<file path="config.mk">
export PLATFORM = sky130hd
export DESIGN_NAME = mem_port_arbiter
export DESIGN_NICKNAME = d
export VERILOG_FILES = /design/src/rtl/mem_arb_pkg.sv /design/src/rtl/mem_arb_pick.sv /design/src/rtl/mem_port_arbiter.sv
export SDC_FILE = /design/constraint.sdc
export NUM_CORES = 1
export LEC_CHECK = 0
export ABC_AREA = 1
export BUFFER_PORTS_ARGS = -buffer_cell sky130_fd_sc_hd__buf_4
export CAP_MARGIN = 25
export CELL_PAD_IN_SITES_DETAIL_PLACEMENT = 1
export CELL_PAD_IN_SITES_GLOBAL_PLACEMENT = 1
export CORE_AREA = 2 2 113 126
export CTS_CLUSTER_SIZE = 25
export DETAILED_ROUTE_END_ITERATION = 8
export DIE_AREA = 0 0 115 128
export PLACE_DENSITY_LB_ADDON = 0.2
export SLEW_MARGIN = 0
export SYNTH_ARGS = -nofsm -noshare
export SYNTH_HDL_FRONTEND = slang
export SYNTH_SLANG_ARGS = --single-unit
export TNS_END_PERCENT = 100
</file>
<file path="constraint.sdc">
create_clock -name clk -period 1.88 [get_ports clk]
set_input_delay 0.282 -clock clk [delete_from_list [all_inputs] [get_ports clk]]
set_output_delay 0.282 -clock clk [all_outputs]
set_load 0.02 [all_outputs]
</file>
<file path="src/rtl/mem_arb_pkg.sv">
// mem_arb_pkg -- shared types and default widths for the memory port arbiter.
//
// Contents:
//   DEF_ADDR_W / DEF_DATA_W / DEF_STRB_W : default parameter values
//   state_t  : transaction FSM states (IDLE, REQ, RESP)
//   owner_t  : which requester owns the current transaction (OWN_I fetch, OWN_D data)
//   other_owner() : returns the opposite requester, used by the round-robin pointer
package mem_arb_pkg;

  localparam int DEF_ADDR_W = 32;
  localparam int DEF_DATA_W = 32;
  localparam int DEF_STRB_W = DEF_DATA_W / 8;

  typedef enum logic [1:0] {
    IDLE = 2'd0,
    REQ  = 2'd1,
    RESP = 2'd2
  } state_t;

  typedef enum logic {
    OWN_I = 1'b0,
    OWN_D = 1'b1
  } owner_t;

  function automatic owner_t other_owner(input owner_t o);
    return (o == OWN_I) ? OWN_D : OWN_I;
  endfunction

endpackage

</file>
<file path="src/rtl/mem_arb_pick.sv">
// mem_arb_pick -- grant selection between the fetch and data requesters.
//
// Ports:
//   clk, rst   : clock / synchronous active-high reset (present only when the
//                round-robin pointer exists, i.e. MEM_ARB_RR_EN is defined)
//   pick_en    : arbiter is free to grant this cycle
//   i_req      : fetch request
//   d_req      : data request
//   gnt_any    : a grant is issued this cycle
//   gnt_owner  : which requester receives it (valid when gnt_any)
//
// Build option MEM_ARB_RR_EN: when defined, a tie is resolved in favour of the
// requester that was not granted last (pointer starts favouring fetch). When
// undefined, data always wins a tie.
module mem_arb_pick
  import mem_arb_pkg::*;
(
`ifdef MEM_ARB_RR_EN
  input  logic   clk,
  input  logic   rst,
`endif
  input  logic   pick_en,
  input  logic   i_req,
  input  logic   d_req,
  output logic   gnt_any,
  output owner_t gnt_owner
);

`ifdef MEM_ARB_RR_EN
  // Requester that wins the next tie.
  owner_t prio_reg;

  always_ff @(posedge clk) begin
    if (rst) begin
      prio_reg <= OWN_I;
    end else if (gnt_any) begin
      prio_reg <= other_owner(gnt_owner);
    end
  end

  always_comb begin
    gnt_any   = pick_en && (i_req || d_req);
    gnt_owner = OWN_I;
    if (i_req && d_req) begin
      gnt_owner = prio_reg;
    end else if (d_req) begin
      gnt_owner = OWN_D;
    end
  end
`else
  always_comb begin
    gnt_any   = pick_en && (i_req || d_req);
    gnt_owner = d_req ? OWN_D : OWN_I;
  end
`endif

endmodule

</file>
<file path="src/rtl/mem_port_arbiter.sv">
// mem_port_arbiter -- shares one memory request/response port between a fetch
// (read-only) requester and a data (read/write) requester, with at most one
// transaction outstanding.
//
// Ports:
//   clk, rst                         : clock, synchronous active-high reset
//   i_req/i_addr -> i_gnt            : fetch request, one-cycle grant pulse
//   i_rvalid/i_rdata                 : fetch response
//   d_req/d_we/d_addr/d_wdata/d_wstrb -> d_gnt : data request, grant pulse
//   d_rvalid/d_rdata                 : data response (read data or write ack)
//   mem_valid/mem_ready              : memory request handshake
//   mem_we/mem_addr/mem_wdata/mem_wstrb : memory request payload
//   mem_rvalid/mem_rdata             : memory response, one per accepted request
//
// Flow: IDLE grants (combinationally, same cycle as the request) and latches
// the payload; REQ drives mem_valid until mem_ready; RESP waits for mem_rvalid
// and routes it to the owner. Build option MEM_ARB_RR_EN selects round-robin
// tie-breaking inside mem_arb_pick; otherwise data beats fetch.
module mem_port_arbiter
  import mem_arb_pkg::*;
#(
  parameter int ADDR_W = DEF_ADDR_W,
  parameter int DATA_W = DEF_DATA_W,
  parameter int STRB_W = DATA_W / 8
) (
  input  logic              clk,
  input  logic              rst,
  input  logic              i_req,
  input  logic [ADDR_W-1:0] i_addr,
  output logic              i_gnt,
  output logic              i_rvalid,
  output logic [DATA_W-1:0] i_rdata,
  input  logic              d_req,
  input  logic              d_we,
  input  logic [ADDR_W-1:0] d_addr,
  input  logic [DATA_W-1:0] d_wdata,
  input  logic [STRB_W-1:0] d_wstrb,
  output logic              d_gnt,
  output logic              d_rvalid,
  output logic [DATA_W-1:0] d_rdata,
  output logic              mem_valid,
  input  logic              mem_ready,
  output logic              mem_we,
  output logic [ADDR_W-1:0] mem_addr,
  output logic [DATA_W-1:0] mem_wdata,
  output logic [STRB_W-1:0] mem_wstrb,
  input  logic              mem_rvalid,
  input  logic [DATA_W-1:0] mem_rdata
);

  state_t              state_reg, state_next;
  owner_t              owner_reg;
  logic                we_reg;
  logic [ADDR_W-1:0]   addr_reg;
  logic [DATA_W-1:0]   wdata_reg;
  logic [STRB_W-1:0]   wstrb_reg;

  logic                pick_en;
  logic                gnt_any;
  owner_t              gnt_owner;
  logic                resp_hit;

  // Grants are only offered in IDLE and never while reset is held, so a
  // request present during reset cannot produce a grant pulse.
  assign pick_en = (state_reg == IDLE) && !rst;

  mem_arb_pick u_pick (
`ifdef MEM_ARB_RR_EN
    .clk       (clk),
    .rst       (rst),
`endif
    .pick_en   (pick_en),
    .i_req     (i_req),
    .d_req     (d_req),
    .gnt_any   (gnt_any),
    .gnt_owner (gnt_owner)
  );

  assign i_gnt = gnt_any && (gnt_owner == OWN_I);
  assign d_gnt = gnt_any && (gnt_owner == OWN_D);

  // Next-state logic. mem_rvalid outside RESP is simply not looked at, which
  // also discards a late response belonging to a transaction killed by reset.
  always_comb begin
    state_next = state_reg;
    unique case (state_reg)
      IDLE: if (gnt_any)    state_next = REQ;
      REQ:  if (mem_ready)  state_next = RESP;
      RESP: if (mem_rvalid) state_next = IDLE;
      default:              state_next = IDLE;
    endcase
  end

  always_ff @(posedge clk) begin
    if (rst) begin
      state_reg <= IDLE;
      owner_reg <= OWN_I;
      we_reg    <= 1'b0;
      addr_reg  <= '0;
      wdata_reg <= '0;
      wstrb_reg <= '0;
    end else begin
      state_reg <= state_next;
      // Payload is captured only at grant, keeping it stable through REQ.
      if (gnt_any) begin
        owner_reg <= gnt_owner;
        if (gnt_owner == OWN_D) begin
          we_reg    <= d_we;
          addr_reg  <= d_addr;
          wdata_reg <= d_we ? d_wdata : '0;
          wstrb_reg <= d_we ? d_wstrb : {STRB_W{1'b1}};
        end else begin
          we_reg    <= 1'b0;
          addr_reg  <= i_addr;
          wdata_reg <= '0;
          wstrb_reg <= {STRB_W{1'b1}};
        end
      end
    end
  end

  assign mem_valid = (state_reg == REQ);
  assign mem_we    = we_reg;
  assign mem_addr  = addr_reg;
  assign mem_wdata = wdata_reg;
  assign mem_wstrb = wstrb_reg;

  // Response routing is combinational from mem_rvalid; rdata is forced to zero
  // outside the response cycle so idle outputs are quiet.
  assign resp_hit = (state_reg == RESP) && mem_rvalid && !rst;
  assign i_rvalid = resp_hit && (owner_reg == OWN_I);
  assign d_rvalid = resp_hit && (owner_reg == OWN_D);
  assign i_rdata  = i_rvalid ? mem_rdata : '0;
  assign d_rdata  = d_rvalid ? mem_rdata : '0;

endmodule

</file>
Word level (Yosys, flattened, before mapping). Cells that the tools add are included.

Output and inout port bits: 138. Bits in latches: 0. Flip-flop bits (word level): 72. Input bits: 139. RAM bits: 0. Memories kept: 0. Bits in read-only memories: 0.

Reductions and logical operators: 12. Add/sub/neg operators: 0. Equality and inequality tests: 5. Muxes and demuxes: 13. $mul: 0. Shifts and indexed selects: 0. Div/mod/pow operators: 0. Bitwise operators: 2. Order comparisons: 0.

Operators by type and width (count): 32-bit 2-to-1 mux (5); 1-bit logical AND (8); 4-bit 2-to-1 mux (2); 2-bit 2-to-1 mux (3); 2-bit one-hot mux with 3 select lines (1); 2-bit != test (second input constant) (2); 3-bit AND reduction (1); 2-bit by 1-bit == test with 1-bit output (second input constant) (1); 2-bit == test (second input constant) (1); 2-bit zero test (1); 1-bit 2-to-1 mux (2); 2-bit by 1-bit != test with 1-bit output (second input constant) (1); 1-bit NOT (2); 1-bit zero test (1); 1-bit logical OR (1).

Logic depth before layout (Yosys ltp).
Depth after elaboration: 5. Mapped depth: 9.

Modules after synthesis. Synthesis repeated with hierarchy kept, for this count alone.

Cells, all modules: 547. Area total of the unflattened synthesis: 3651.0 sq um.

Modules (own cells, without submodules): mem_port_arbiter (cells each 543, area an instance 3632.2 sq um, times used 1); mem_arb_pick (cells each 4, area an instance 18.8 sq um, times used 1).

Worst setup path before layout. Ideal clock, no wire load.

Kind: input -> output. From: input rst. To: output i_rdata[22]. Arrival time: 1.265 ns. Data required time: 1.598 ns. Stages on the path: 6. Setup slack: 0.333 ns. Path buffers: 3. Cell sequence: buf_4 -> inv_2 -> buf_6 -> nand4_1 -> buf_2 -> nor2_1.

Cells in the longest elaborated chain, start to end: 4.

RTL lines: start: declaration (line mem_port_arbiter.sv:27) `input logic rst,`; 1-bit zero test (line mem_port_arbiter.sv:130) `assign resp_hit = (state_reg == RESP) && mem_rvalid && !rst;`; 1-bit logical AND (line mem_port_arbiter.sv:130); 1-bit logical AND (line mem_port_arbiter.sv:131) `assign i_rvalid = resp_hit && (owner_reg == OWN_I);`; 32-bit 2-to-1 mux (line mem_port_arbiter.sv:133) `assign i_rdata = i_rvalid ? mem_rdata : '0;`; end: declaration (line mem_port_arbiter.sv:32) `output logic [DATA_W-1:0] i_rdata,`.

No other way between the ends.

Worst setup path in the final report.
From: register state_reg[1]. To: output i_rdata[13].

Cells in the longest elaborated chain, start to end: 5.

RTL lines: start: declaration (line mem_port_arbiter.sv:51) `state_t state_reg, state_next;`; start signal: assignment (line mem_port_arbiter.sv:103) `state_reg <= state_next;`; 2-bit == test (line mem_port_arbiter.sv:130); 1-bit logical AND (2 in series) (line mem_port_arbiter.sv:130); 1-bit logical AND (line mem_port_arbiter.sv:131); 32-bit 2-to-1 mux (line mem_port_arbiter.sv:133).

No other way between the ends.

==> report_table.html <==
<table>
<tr><th>Metric</th><th>Value</th></tr>
<tr><th colspan="2">Layout</th></tr>
<tr><td>Utilization after layout</td><td>between 40% and 50%</td></tr>
<tr><td>Final cell count without fillers</td><td>just under 1000</td></tr>
<tr><td>Fin nets</td><td>roughly 960</td></tr>
<tr><td>Area Growth Syn to Fin</td><td>71.4%</td></tr>
<tr><td>Fraction of final layout cells with drive strength greater than 1</td><td>38.5%</td></tr>
<tr><td>Antenna cells</td><td>0</td></tr>
<tr><th colspan="2">Worst setup path</th></tr>
<tr><td>Most used cell along the critical path</td><td>buf_4</td></tr>
<tr><td>Startpoint types</td><td>flip-flop</td></tr>
<tr><td>Highest-delay cell along the critical path</td><td>dfxtp_2</td></tr>
<tr><td>Crit Path Max Fanout</td><td>17</td></tr>
<tr><td>Worst Path Required</td><td>approximately 1.6 ns</td></tr>
<tr><td>Crit path max-delay family</td><td>buffers and inverters</td></tr>
<tr><td>Register-to-register setup slack</td><td>0.40 ns</td></tr>
<tr><td>CP arrival</td><td>1.56 ns</td></tr>
<tr><td>CP Capture Type</td><td>primary output</td></tr>
<tr><td>Classification of the worst setup path</td><td>reg2out</td></tr>
<tr><td>Highest cell delay on the worst timing path</td><td>0.35 ns</td></tr>
<tr><td>Critical path buffer and inverter count</td><td>4</td></tr>
<tr><td>Sequence of cells on the critical path</td><td>inv_2, nor2_4, nand4_1, buf_4, buf_12, nor2_1, buf_4</td></tr>
<tr><th colspan="2">Synth</th></tr>
<tr><td>Avg Synthesized Cell Area</td><td>6.33 um2</td></tr>
<tr><td>Netlist area before placement</td><td>between 3000 and 4000 um2</td></tr>
<tr><td>Number of distinct standard cells referenced by the synthesized netlist</td><td>18</td></tr>
<tr><td>Syn nets</td><td>between 600 and 700</td></tr>
<tr><td>Proportion of synthesized chip area in sequential cells</td><td>about two fifths</td></tr>
<tr><td>Synthesized instance count</td><td>560</td></tr>
<tr><td>Post-synthesis sequential element count</td><td>72</td></tr>
<tr><td>Total number of yosys warnings</td><td>0</td></tr>
<tr><th colspan="2">Clock tree</th></tr>
<tr><td>Total number of H-tree levels</td><td>3</td></tr>
<tr><td>TritonCTS clock tree</td><td>done</td></tr>
<tr><td>Number of hold buffers added after CTS</td><td>0</td></tr>
<tr><td>TritonCTS Sinks</td><td>72</td></tr>
<tr><td>Deepest clock path buffer count</td><td>2</td></tr>
<tr><td>Clock insertion delay at the later pin of the skew report</td><td>0.33 ns</td></tr>
<tr><td>Clock buffer count from CTS</td><td>9</td></tr>
<tr><td>Root Buffer Master</td><td>clkbuf_16</td></tr>
<tr><td>Register clock-pin slew on the reported worst setup and hold paths</td><td>around 0.06 ns</td></tr>
<tr><th colspan="2">Global route</th></tr>
<tr><td>Number of antenna violations at the first check in global routing</td><td>0</td></tr>
<tr><td>Total congestion overflow after global routing</td><td>0</td></tr>
<tr><td>Overall track demand over capacity in global routing</td><td>approximately a fifth</td></tr>
<tr><td>Global-route wire length before repair</td><td>approximately 23000 um</td></tr>
<tr><td>Pin count of the biggest net entering global routing</td><td>39</td></tr>
<tr><td>Via count of the first global-routing pass</td><td>between 4000 and 5000</td></tr>
<tr><th colspan="2">Placed design</th></tr>
<tr><td>Routability-driven placement congestion ratio</td><td>approximately 0.76</td></tr>
<tr><td>Placed wire-length estimate</td><td>between 10000 and 15000 um</td></tr>
<tr><td>Pre-CTS worst setup slack</td><td>approximately 0.28 ns</td></tr>
<tr><td>Placed cells</td><td>970</td></tr>
<tr><td>Count of buffers from port buffering</td><td>between 200 and 300</td></tr>
<tr><th colspan="2">Timing</th></tr>
<tr><td>Number of failing setup endpoints in the final timing report</td><td>0</td></tr>
<tr><td>Final worst setup slack</td><td>0.0369 ns</td></tr>
<tr><td>Fmax</td><td>roughly 0.54 GHz</td></tr>
<tr><td>Post-route fraction of the period consumed by the critical path</td><td>98.0%</td></tr>
<tr><td>Setup Total Neg Slack</td><td>0 ns</td></tr>
<tr><td>Rel. slew slack</td><td>between 60% and 70%</td></tr>
<tr><td>Least-Margin Pin Slew</td><td>0.589 ns</td></tr>
<tr><td>Final worst path period need</td><td>about 1.8 ns</td></tr>
<tr><td>Hold Vio Cnt, Final</td><td>0</td></tr>
<tr><td>Slew Viols, Final</td><td>0</td></tr>
<tr><td>Worst Skew</td><td>0.00488 ns</td></tr>
<tr><th colspan="2">Drt</th></tr>
<tr><td>Post-detailed-route DRC marker count</td><td>0</td></tr>
<tr><td>Final routed wirelength across all metal layers</td><td>about 15000 um</td></tr>
<tr><td>Antenna violation net count after detailed routing</td><td>0</td></tr>
<tr><td>Average detailed-routed wire length per instance</td><td>around 15 um</td></tr>
<tr><td>Initial DRT Pass Iterations</td><td>4</td></tr>
<tr><td>Total number of vias</td><td>around 4500</td></tr>
<tr><td>Average vias per placed instance</td><td>~4.6</td></tr>
<tr><td>Violation count after the first detailed-routing iteration</td><td>roughly 160</td></tr>
<tr><th colspan="2">Power and ir drop</th></tr>
<tr><td>Leak pwr</td><td>roughly 0.0034 uW</td></tr>
<tr><td>Power after layout</td><td>roughly 4400 uW</td></tr>
<tr><td>Power density over the cells</td><td>~700 nW/um2</td></tr>
<tr><td>Max VDD drop</td><td>between 0.0003 and 0.0004 V</td></tr>
<tr><th colspan="2">Floorplan</th></tr>
<tr><td>Die Area</td><td>around 15000 um2</td></tr>
<tr><td>Die H</td><td>between 100 and 150 um</td></tr>
<tr><td>Core Footprint</td><td>between 10000 and 15000 um2</td></tr>
<tr><td>Core Rows</td><td>45</td></tr>
<tr><td>Number of top-level design ports</td><td>approximately 280</td></tr>
<tr><td>Initial standard-cell utilization of the core</td><td>roughly a quarter</td></tr>
<tr><td>Die extent in x</td><td>about 120 um</td></tr>
<tr><th colspan="2">Hold path</th></tr>
<tr><td>Worst hold-check path type</td><td>in2reg</td></tr>
<tr><th colspan="2">Outcome</th></tr>
<tr><td>Run status</td><td>finished clean</td></tr>
<tr><th colspan="2">Run</th></tr>
<tr><td>Max-Cap Viols</td><td>0</td></tr>
</table>
## through the flow
step | hold WS, ns | instance area, um2
detailed placement | 0.460 | 5700
CTS | 0.159 | 6020
finish | 0.165 | 6080
floorplan | 0.413 | 3550
global route | 0.164 | 6080
global placement | 0.452 | 5700
## logic make-up (layout without fill, tap and decap cells)
family	count (synthesis)	count (layout)	share of synthesized area, %
AO/OA/AOI/OAI	35	35	4.94
buffers and inverters	96	361	12.2
flip-flops	72	72	40.6
AND/OR/NAND/NOR	357	357	42.2
## Yosys cell counts
| library cell | n | area share, % |
|---|---|---|
| nand3_1 | 102 | 14 |
| nand2_1 | 182 | 19 |
| nor2_1 | 68 | 7.2 |
| nand4_2 | 1 | 0.35 |
| dfxtp_1 | 72 | 41 |
| buf_4 | 4 | 0.85 |
| a21oi_1 | 34 | 4.8 |
| buf_6 | 4 | 1.3 |
| nand4_1 | 1 | 0.18 |
| nand3_2 | 1 | 0.28 |
| nor2_4 | 1 | 0.32 |
| clkbuf_1 | 11 | 1.2 |
| o21ai_1 | 1 | 0.14 |
| clkinv_1 | 1 | 0.11 |
| buf_2 | 23 | 3.2 |
| nor2_2 | 1 | 0.18 |
| inv_1 | 50 | 5.3 |
| inv_2 | 3 | 0.32 |
## final timing paths
path	to	cells past startpoint	from
hold reg to reg	mem_addr[8]	2	mem_addr[8]
hold / removal	mem_wdata[2]	3	d_wdata[2]
setup / recovery	i_rdata[13]	7	state_reg[1]
setup reg to reg	mem_wdata[3]	6	state_reg[0]
## worst reg2reg max path, stage by stage (launching register included)
cell and delay (ns):
dfxtp_1 0.41, inv_1 0.09, nand2_1 0.13, nor2_4 0.05
inv_2 0.44, nand3_1 0.18, nand2_1 0.12
## routing by layer
layer | vias to the layer above | track usage (%) | wire [um]
met1 | 2091 | 20.6 | 5600
met5 | - | 0 | 0
met2 | 160 | 39.1 | 8330
met4 | 0 | 5.03 | 139
met3 | 9 | 5.01 | 1140
li1 | 2260 | - | -
## layout make-up
cell class,instances,area (um2)
well taps,164,205
flip-flops and latches,72,1440
inverters,54,203
clock buffers,10,229
fillers,1727,7440
repair buffers,291,2230
multi-input cells,392,1680
clock inverters,6,83.8
## power by group
part | switching [uW] | internal [uW]
clock | 649 | 1160
combinational | 501 | 408
sequential | 48.5 | 1610
total | 1200 | 3170
## timing repair
action                     in CTS  in global routing
cloned                          0                  1
pin swaps                       0                  1
resized for setup               3                  6
setup endpoints to repair      64                 36
hold endpoints to repair        0                  0
setup buffers                   0                  2
## cell usage in the layout (no fill, tap or decap), drive strengths merged
cell type	n
inv	53
a21oi	34
nand3	103
bufinv	2
nand4	2
clkinv	5
clkbuf	11
nand2	182
dfxtp	72
o21ai	1
buf	290
nor2	70
(Power assumes the default switching activity.)
